### src/rtl/sifreleme_denetleyici_pkg.sv
// rtl/sifreleme_denetleyici_pkg.sv - operation codes, FSM encoding and response record
package sifreleme_denetleyici_pkg;

    localparam logic [2:0] SIFRELEME_HMDST = 3'd0;
    localparam logic [2:0] SIFRELEME_PKG   = 3'd1;
    localparam logic [2:0] SIFRELEME_RVRS  = 3'd2;
    localparam logic [2:0] SIFRELEME_SLADD = 3'd3;
    localparam logic [2:0] SIFRELEME_CNTZ  = 3'd4;
    localparam logic [2:0] SIFRELEME_CNTP  = 3'd5;

    typedef enum logic {
        SIFDEN_BOS     = 1'b0,
        SIFDEN_HESAPLA = 1'b1
    } sifden_durum_t;

    localparam int SIFDEN_FIFO_DERINLIK = 2;

    typedef struct packed {
        logic [31:0] sonuc;
        logic [4:0]  hedef;
        logic        hata;
    } yanit_t;

    function automatic logic kod_gecersiz(input logic [2:0] kod);
        case (kod)
            SIFRELEME_HMDST, SIFRELEME_PKG, SIFRELEME_RVRS,
            SIFRELEME_SLADD, SIFRELEME_CNTZ, SIFRELEME_CNTP: return 1'b0;
            default:                                         return 1'b1;
        endcase
    endfunction

endpackage

### src/rtl/sifreleme_denetleyici_yanit_fifo.sv
// rtl/sifreleme_denetleyici_yanit_fifo.sv - 2-entry response buffer with push, pop and clear
module yanit_fifo
    import sifreleme_denetleyici_pkg::*;
(
    input  logic       clk,
    input  logic       rst_n,
    input  logic       push,
    input  logic       pop,
    input  logic       clear,
    input  yanit_t     veri,
    output yanit_t     bas,
    output logic [1:0] sayi
);

    yanit_t     mem [SIFDEN_FIFO_DERINLIK];
    logic       yaz_ptr;
    logic       oku_ptr;
    logic       push_ok;
    logic       pop_ok;

    assign pop_ok  = pop && (sayi != 2'd0);
    assign push_ok = push && ((sayi < 2'(SIFDEN_FIFO_DERINLIK)) || pop_ok);
    assign bas     = mem[oku_ptr];

    // Clear only rewinds the pointers; stale contents stay hidden behind sayi == 0.
    always_ff @(posedge clk or negedge rst_n) begin
        if (!rst_n) begin
            sayi    <= 2'd0;
            yaz_ptr <= 1'b0;
            oku_ptr <= 1'b0;
            for (int i = 0; i < SIFDEN_FIFO_DERINLIK; i++) begin
                mem[i] <= '0;
            end
        end else if (clear) begin
            sayi    <= 2'd0;
            yaz_ptr <= 1'b0;
            oku_ptr <= 1'b0;
        end else begin
            if (push_ok) begin
                mem[yaz_ptr] <= veri;
                yaz_ptr      <= ~yaz_ptr;
            end
            if (pop_ok) begin
                oku_ptr <= ~oku_ptr;
            end
            case ({push_ok, pop_ok})
                2'b10:   sayi <= sayi + 2'd1;
                2'b01:   sayi <= sayi - 2'd1;
                default: sayi <= sayi;
            endcase
        end
    end

endmodule

### src/rtl/sifreleme_denetleyici.sv
// rtl/sifreleme_denetleyici.sv - issue/response controller for the encryption bit-manipulation unit
module sifreleme_denetleyici
    import sifreleme_denetleyici_pkg::*;
#(
    parameter int ISLEM_GECIKMESI = 1
) (
    input  logic        clk_i,
    input  logic        rst_ni,
    input  logic        istek_gecerli_i,
    output logic        istek_hazir_o,
    input  logic [2:0]  istek_kontrol_i,
    input  logic [31:0] istek_deger1_i,
    input  logic [31:0] istek_deger2_i,
    input  logic [4:0]  istek_hedef_i,
    output logic [2:0]  birim_kontrol_o,
    output logic [31:0] birim_deger1_o,
    output logic [31:0] birim_deger2_o,
    input  logic [31:0] birim_sonuc_i,
    output logic        yanit_gecerli_o,
    input  logic        yanit_hazir_i,
    output logic [31:0] yanit_sonuc_o,
    output logic [4:0]  yanit_hedef_o,
    output logic        yanit_hata_o,
    input  logic        temizle_i,
    output logic        durdur_o
);

    sifden_durum_t durum, durum_sonraki;
    logic [3:0]    sayac, sayac_sonraki;
    logic [4:0]    hedef_q;
    logic          hata_q;
    logic          kabul;
    logic          push;
    logic          pop;
    logic [1:0]    sayi;
    yanit_t        yeni;
    yanit_t        bas;

    // Ready never looks at yanit_hazir_i, so the stall path stays short.
    assign istek_hazir_o   = (durum == SIFDEN_BOS) && (sayi < 2'(SIFDEN_FIFO_DERINLIK));
    assign kabul           = istek_gecerli_i && istek_hazir_o && !temizle_i;
    assign durdur_o        = istek_gecerli_i && !istek_hazir_o;
    assign yanit_gecerli_o = (sayi != 2'd0);
    assign pop             = yanit_gecerli_o && yanit_hazir_i;

    always_comb begin
        durum_sonraki = durum;
        sayac_sonraki = sayac;
        push          = 1'b0;
        case (durum)
            SIFDEN_BOS: begin
                if (kabul) begin
                    durum_sonraki = SIFDEN_HESAPLA;
                    sayac_sonraki = 4'(ISLEM_GECIKMESI);
                end
            end
            SIFDEN_HESAPLA: begin
                if (sayac == 4'd1) begin
                    push          = !temizle_i;
                    durum_sonraki = SIFDEN_BOS;
                    sayac_sonraki = 4'd0;
                end else begin
                    sayac_sonraki = sayac - 4'd1;
                end
            end
            default: begin
                durum_sonraki = SIFDEN_BOS;
                sayac_sonraki = 4'd0;
            end
        endcase
        if (temizle_i) begin
            durum_sonraki = SIFDEN_BOS;
            sayac_sonraki = 4'd0;
        end
    end

    always_ff @(posedge clk_i or negedge rst_ni) begin
        if (!rst_ni) begin
            durum <= SIFDEN_BOS;
            sayac <= 4'd0;
        end else begin
            durum <= durum_sonraki;
            sayac <= sayac_sonraki;
        end
    end

    // Operand registers hold across a flush; the unit just keeps computing on them.
    always_ff @(posedge clk_i or negedge rst_ni) begin
        if (!rst_ni) begin
            birim_kontrol_o <= 3'd0;
            birim_deger1_o  <= 32'd0;
            birim_deger2_o  <= 32'd0;
            hedef_q         <= 5'd0;
            hata_q          <= 1'b0;
        end else if (kabul) begin
            birim_kontrol_o <= istek_kontrol_i;
            birim_deger1_o  <= istek_deger1_i;
            birim_deger2_o  <= istek_deger2_i;
            hedef_q         <= istek_hedef_i;
            hata_q          <= kod_gecersiz(istek_kontrol_i);
        end
    end

    assign yeni = '{sonuc: birim_sonuc_i, hedef: hedef_q, hata: hata_q};

    yanit_fifo u_yanit_fifo (
        .clk   (clk_i),
        .rst_n (rst_ni),
        .push  (push),
        .pop   (pop),
        .clear (temizle_i),
        .veri  (yeni),
        .bas   (bas),
        .sayi  (sayi)
    );

    assign yanit_sonuc_o = bas.sonuc;
    assign yanit_hedef_o = bas.hedef;
    assign yanit_hata_o  = bas.hata;

endmodule

### config.mk
export PLATFORM = sky130hd
export DESIGN_NAME = sifreleme_denetleyici
export DESIGN_NICKNAME = d
export VERILOG_FILES = /design/src/rtl/sifreleme_denetleyici_pkg.sv /design/src/rtl/sifreleme_denetleyici_yanit_fifo.sv /design/src/rtl/sifreleme_denetleyici.sv
export SDC_FILE = /design/constraint.sdc
export NUM_CORES = 1
export LEC_CHECK = 0
export CAP_MARGIN = 20
export CORE_MARGIN = 2
export CORE_UTILIZATION = 50
export DETAILED_ROUTE_END_ITERATION = 7
export PLACE_DENSITY = 0.86
export SYNTH_ARGS = -nofsm -noshare
export SYNTH_HDL_FRONTEND = slang
export SYNTH_SLANG_ARGS = --single-unit
### constraint.sdc
create_clock -name clk_i -period 3.5 [get_ports clk_i]
set_clock_uncertainty 0.2 [all_clocks]
set_input_delay 0.35 -clock clk_i [delete_from_list [all_inputs] [get_ports clk_i]]
set_output_delay 0.35 -clock clk_i [all_outputs]
set_load 0.05 [all_outputs]
==> summary.txt <==
Timing
  – Final setup viols: 0
  – Tmin final: 2770 ps
  – Number of endpoints with negative hold slack in the final report: 0
  – Fmax: 0.361 GHz
  – Worst Max-Slew Pin Slew: 822 ps
  – Count of final max-slew check failures: 0
  – Period Utilization, post-route: 79.1%
  – Setup repair after global routing missed its margin: false
  – Accumulated negative setup slack: 0 ps
  – Smallest hold slack: ~260 ps
  – Worst rel slew slack: 45.2%

Logic synthesis
  – Synthesized netlist cell count: ~570
  – Netlist Area Pre-Place: 0.00657 mm2
  – Syn_area_per_cell: 11.6 um2
  – Mux share of post-synthesis cell area: 20.7%
  – Number of synthesized register bits: 158
  – Number of unique standard cell types used by synthesis: 30
  – Synth Area in Simple Gates: 14.4%
  – Largest family of logic cells by synthesized area: multiplexers
  – Sequential-to-total area share from yosys stat: 60.2%
  – Adder-cell share of the synthesized area: less than 1%
  – Number of flops mapped to enable cells by yosys: 0
  – Top cells by area, synth: dfrtp_1 60%, mux2_2 16%, nand2_1 13%, mux2_4 4.6%, clkbuf_1 1.1%
  – Yosys top cell area share: 60.2%
  – Leading cell types by count after synthesis: 223 x nand2_1, 158 x dfrtp_1, 94 x mux2_2, 20 x clkbuf_1, 20 x mux2_4
  – Predominant post-synthesis flop cell: dfrtp_1
  – Syn nets: approximately 680
  – Most used standard cell by instance count after synthesis: nand2_1
  – Warnings from Yosys: 0
  – Share of flip-flops with an asynchronous set or reset: 100%
  – Synthesized-area fraction occupied by xor and xnor cells: less than 1%
  – Compound-gate portion of the synthesized area: 1.09%
  – Biggest area consumer among synthesized cells: dfrtp_1

Floorplanning
  – Number of rows created at floorplan: between 40 and 50
  – Width of the die: 119 um
  – Die Height: approximately 120 um
  – Floorplan core area: 0.0127 mm2
  – Starting utilization of the core area: 51.6%
  – Die footprint: 0.0141 mm2
  – Number of I/O pins: about 220

Status
  – Run status: complete, no violations

Global route
  – Grt ovf: 0
  – Vias in the first global route: 5338
  – Antenna violations before repair: 0
  – First-pass GRT wire length: around 27000 um
  – GRT Util Overall: 24.5%
  – Pin count of the biggest net entering global routing: 92

Power and ir drop
  – Static leakage: around 4.5 nW
  – Power density over the cells: ~820 mW/mm2
  – Peak ir drop on the vdd network: between 0.4 and 0.5 mV

Placed design
  – Weighted congestion at the end of routability-driven global placement: 0.784
  – Placed wire-length estimate after detailed placement: 11200 um
  – Port buffer count: approximately 220

Setup path
  – Critical Path Start Type: flop
  – Worst EP arrival: 2220 ps
  – Kind of end point of the critical path: output port
  – Critical path required time: 2950 ps
  – Max Fanout on Critical Path: 25
  – Setup slack, reg-to-reg: 830 ps
  – Critical setup path kind: flop to output port

Clocking
  – Post-CTS setup buffer count: 0
  – Sink count of the clock tree: 158
  – Clock transition at the registers of the reported paths: ~60 ps
  – CTS tree: built
  – Number of CTS-inserted buffers: 17
  – Clock Latency Late Sink: 410 ps
  – Cell at the root of the clock tree: clkbuf_16
  – Maximum buffer depth of the clock tree: 2
  – CTS H-tree depth: 4

Cells and area
  – Number of filler instances in the final layout: 831
  – Layout cell share with drive strength beyond 1: 20.1%
  – Relative area change from synthesis to final layout: 45.2%
  – Antenna diode instance count: 0
  – Number of nets in the layout: 890

Detailed routing
  – Final antenna-violating net count: 0
  – 1st-pass router iterations: 4
  – Average wire per cell in the routed design: 17.2 um
  – Per-cell via count in the routed design: 5.06
  – Routed wire length: about 17000 um
  – Via count of the routed design: around 4900
  – Number of design rule violations left after detail routing: 0
  – First-iteration detailed-routing DRC count: 234

Flow run
  – Max-cap check violation count: 0

Min path
  – Worst hold path class: input port to flop
worst paths after layout:
| check | end | from | cells past startpoint |
|---|---|---|---|
| worst max-delay path | yanit_sonuc_o[8] | u_yanit_fifo.oku_ptr | 3 |
| worst min-delay path | birim_deger1_o[3] | istek_deger1_i[3] | 3 |
| worst max register to register | u_yanit_fifo.mem[58] | sayac[1] | 7 |
| worst min register to register | birim_deger1_o[31] | birim_deger1_o[31] | 2 |
| max in group asynchronous | hata_q | rst_ni | 3 |
| min in group asynchronous | u_yanit_fifo.mem[10] | rst_ni | 2 |
flip-flops by register name, summed over array words and instances, names as in the netlist:
| signal | count |
|---|---|
| birim_kontrol_o | 3 |
| durum | 1 |
| u_yanit_fifo.oku_ptr | 1 |
| u_yanit_fifo.yaz_ptr | 1 |
| u_yanit_fifo.sayi | 2 |
| u_yanit_fifo.mem | 76 |
| birim_deger2_o | 32 |
| hata_q | 1 |
| hedef_q | 5 |
| sayac | 4 |
| birim_deger1_o | 32 |
layer usage:
metal	wire (um)	global-route usage, %	vias to the layer above
met4	325	8.78	0
met1	6470	28.9	2419
met3	1440	9.46	26
met2	8350	40.9	179
li1	-	-	2255
met5	0	0	-
per-stage QoR:
stage / worst slack [ps] / instances / util, % / power (mW) / instance area, um2
2_1_floorplan: 1080 / 565 / - / 4.68 / 6570
3_3_place_gp: 752 / 931 / 69.9 / 5.73 / 8890
3_5_place_dp: 684 / 931 / 69.9 / 5.84 / 8890
4_1_cts: 704 / 964 / 75.0 / 7.86 / 9540
5_1_grt: 646 / 964 / 75.0 / 8.11 / 9540
6_report: 731 / 964 / 75.0 / 7.80 / 9540
where the power goes:
part	switching [mW]	internal, mW	total (mW)
Clock	0.742	1.24	1.98
Sequential	0.281	2.31	2.59
Combinational	1.98	1.25	3.23
Total	3.01	4.79	7.80
placed cells by master, fill, tap and decap left out, types with 4 or more instances in the layout:
| cell | synthesis | routed |
|---|---|---|
| nand2_1 | 223 | 223 |
| clkdlybuf4s50_1 | 0 | 215 |
| dfrtp_1 | 158 | 158 |
| mux2_2 | 94 | 94 |
| mux2_4 | 20 | 20 |
| clkbuf_16 | 0 | 17 |
| o21ai_0 | 6 | 6 |
| inv_1 | 5 | 5 |
| nor2_1 | 5 | 4 |
| bufinv_16 | 0 | 4 |
| buf_4 | 2 | 4 |
logic make-up (layout without fill, tap and decap cells):
group | Yosys count | count (layout)
muxes | 114 | 114
adders and majority gates | 2 | 2
buffers and inverters | 34 | 261
xor gates and xnor gates | 4 | 4
AOI/OAI and AO/OA | 12 | 12
DFF | 158 | 158
and+or+nand+nor | 241 | 241
critical path, stage by stage, from the launching register on:
cell	delay, ps
dfrtp_1	350
buf_4	340
mux2_2	390
clkdlybuf4s50_1	720
repair_timing:
action	4_1_cts	5_1_grt
hold buffers	1	0
gates resized for setup	0	0
hold endpoints to repair	90	0
final cells by class:
cell class	instances	area [um2]	area share [%]
multi-input cells	373	2450	25.7
clock buffers	19	453	4.75
repair buffers	224	2260	23.7
flip-flops and latches	158	3950	41.4
clock inverters	13	186	1.95
inverters	5	18.8	0.197
well taps	172	215	2.26
No activity file was read; power rests on OpenSTA's default activity.
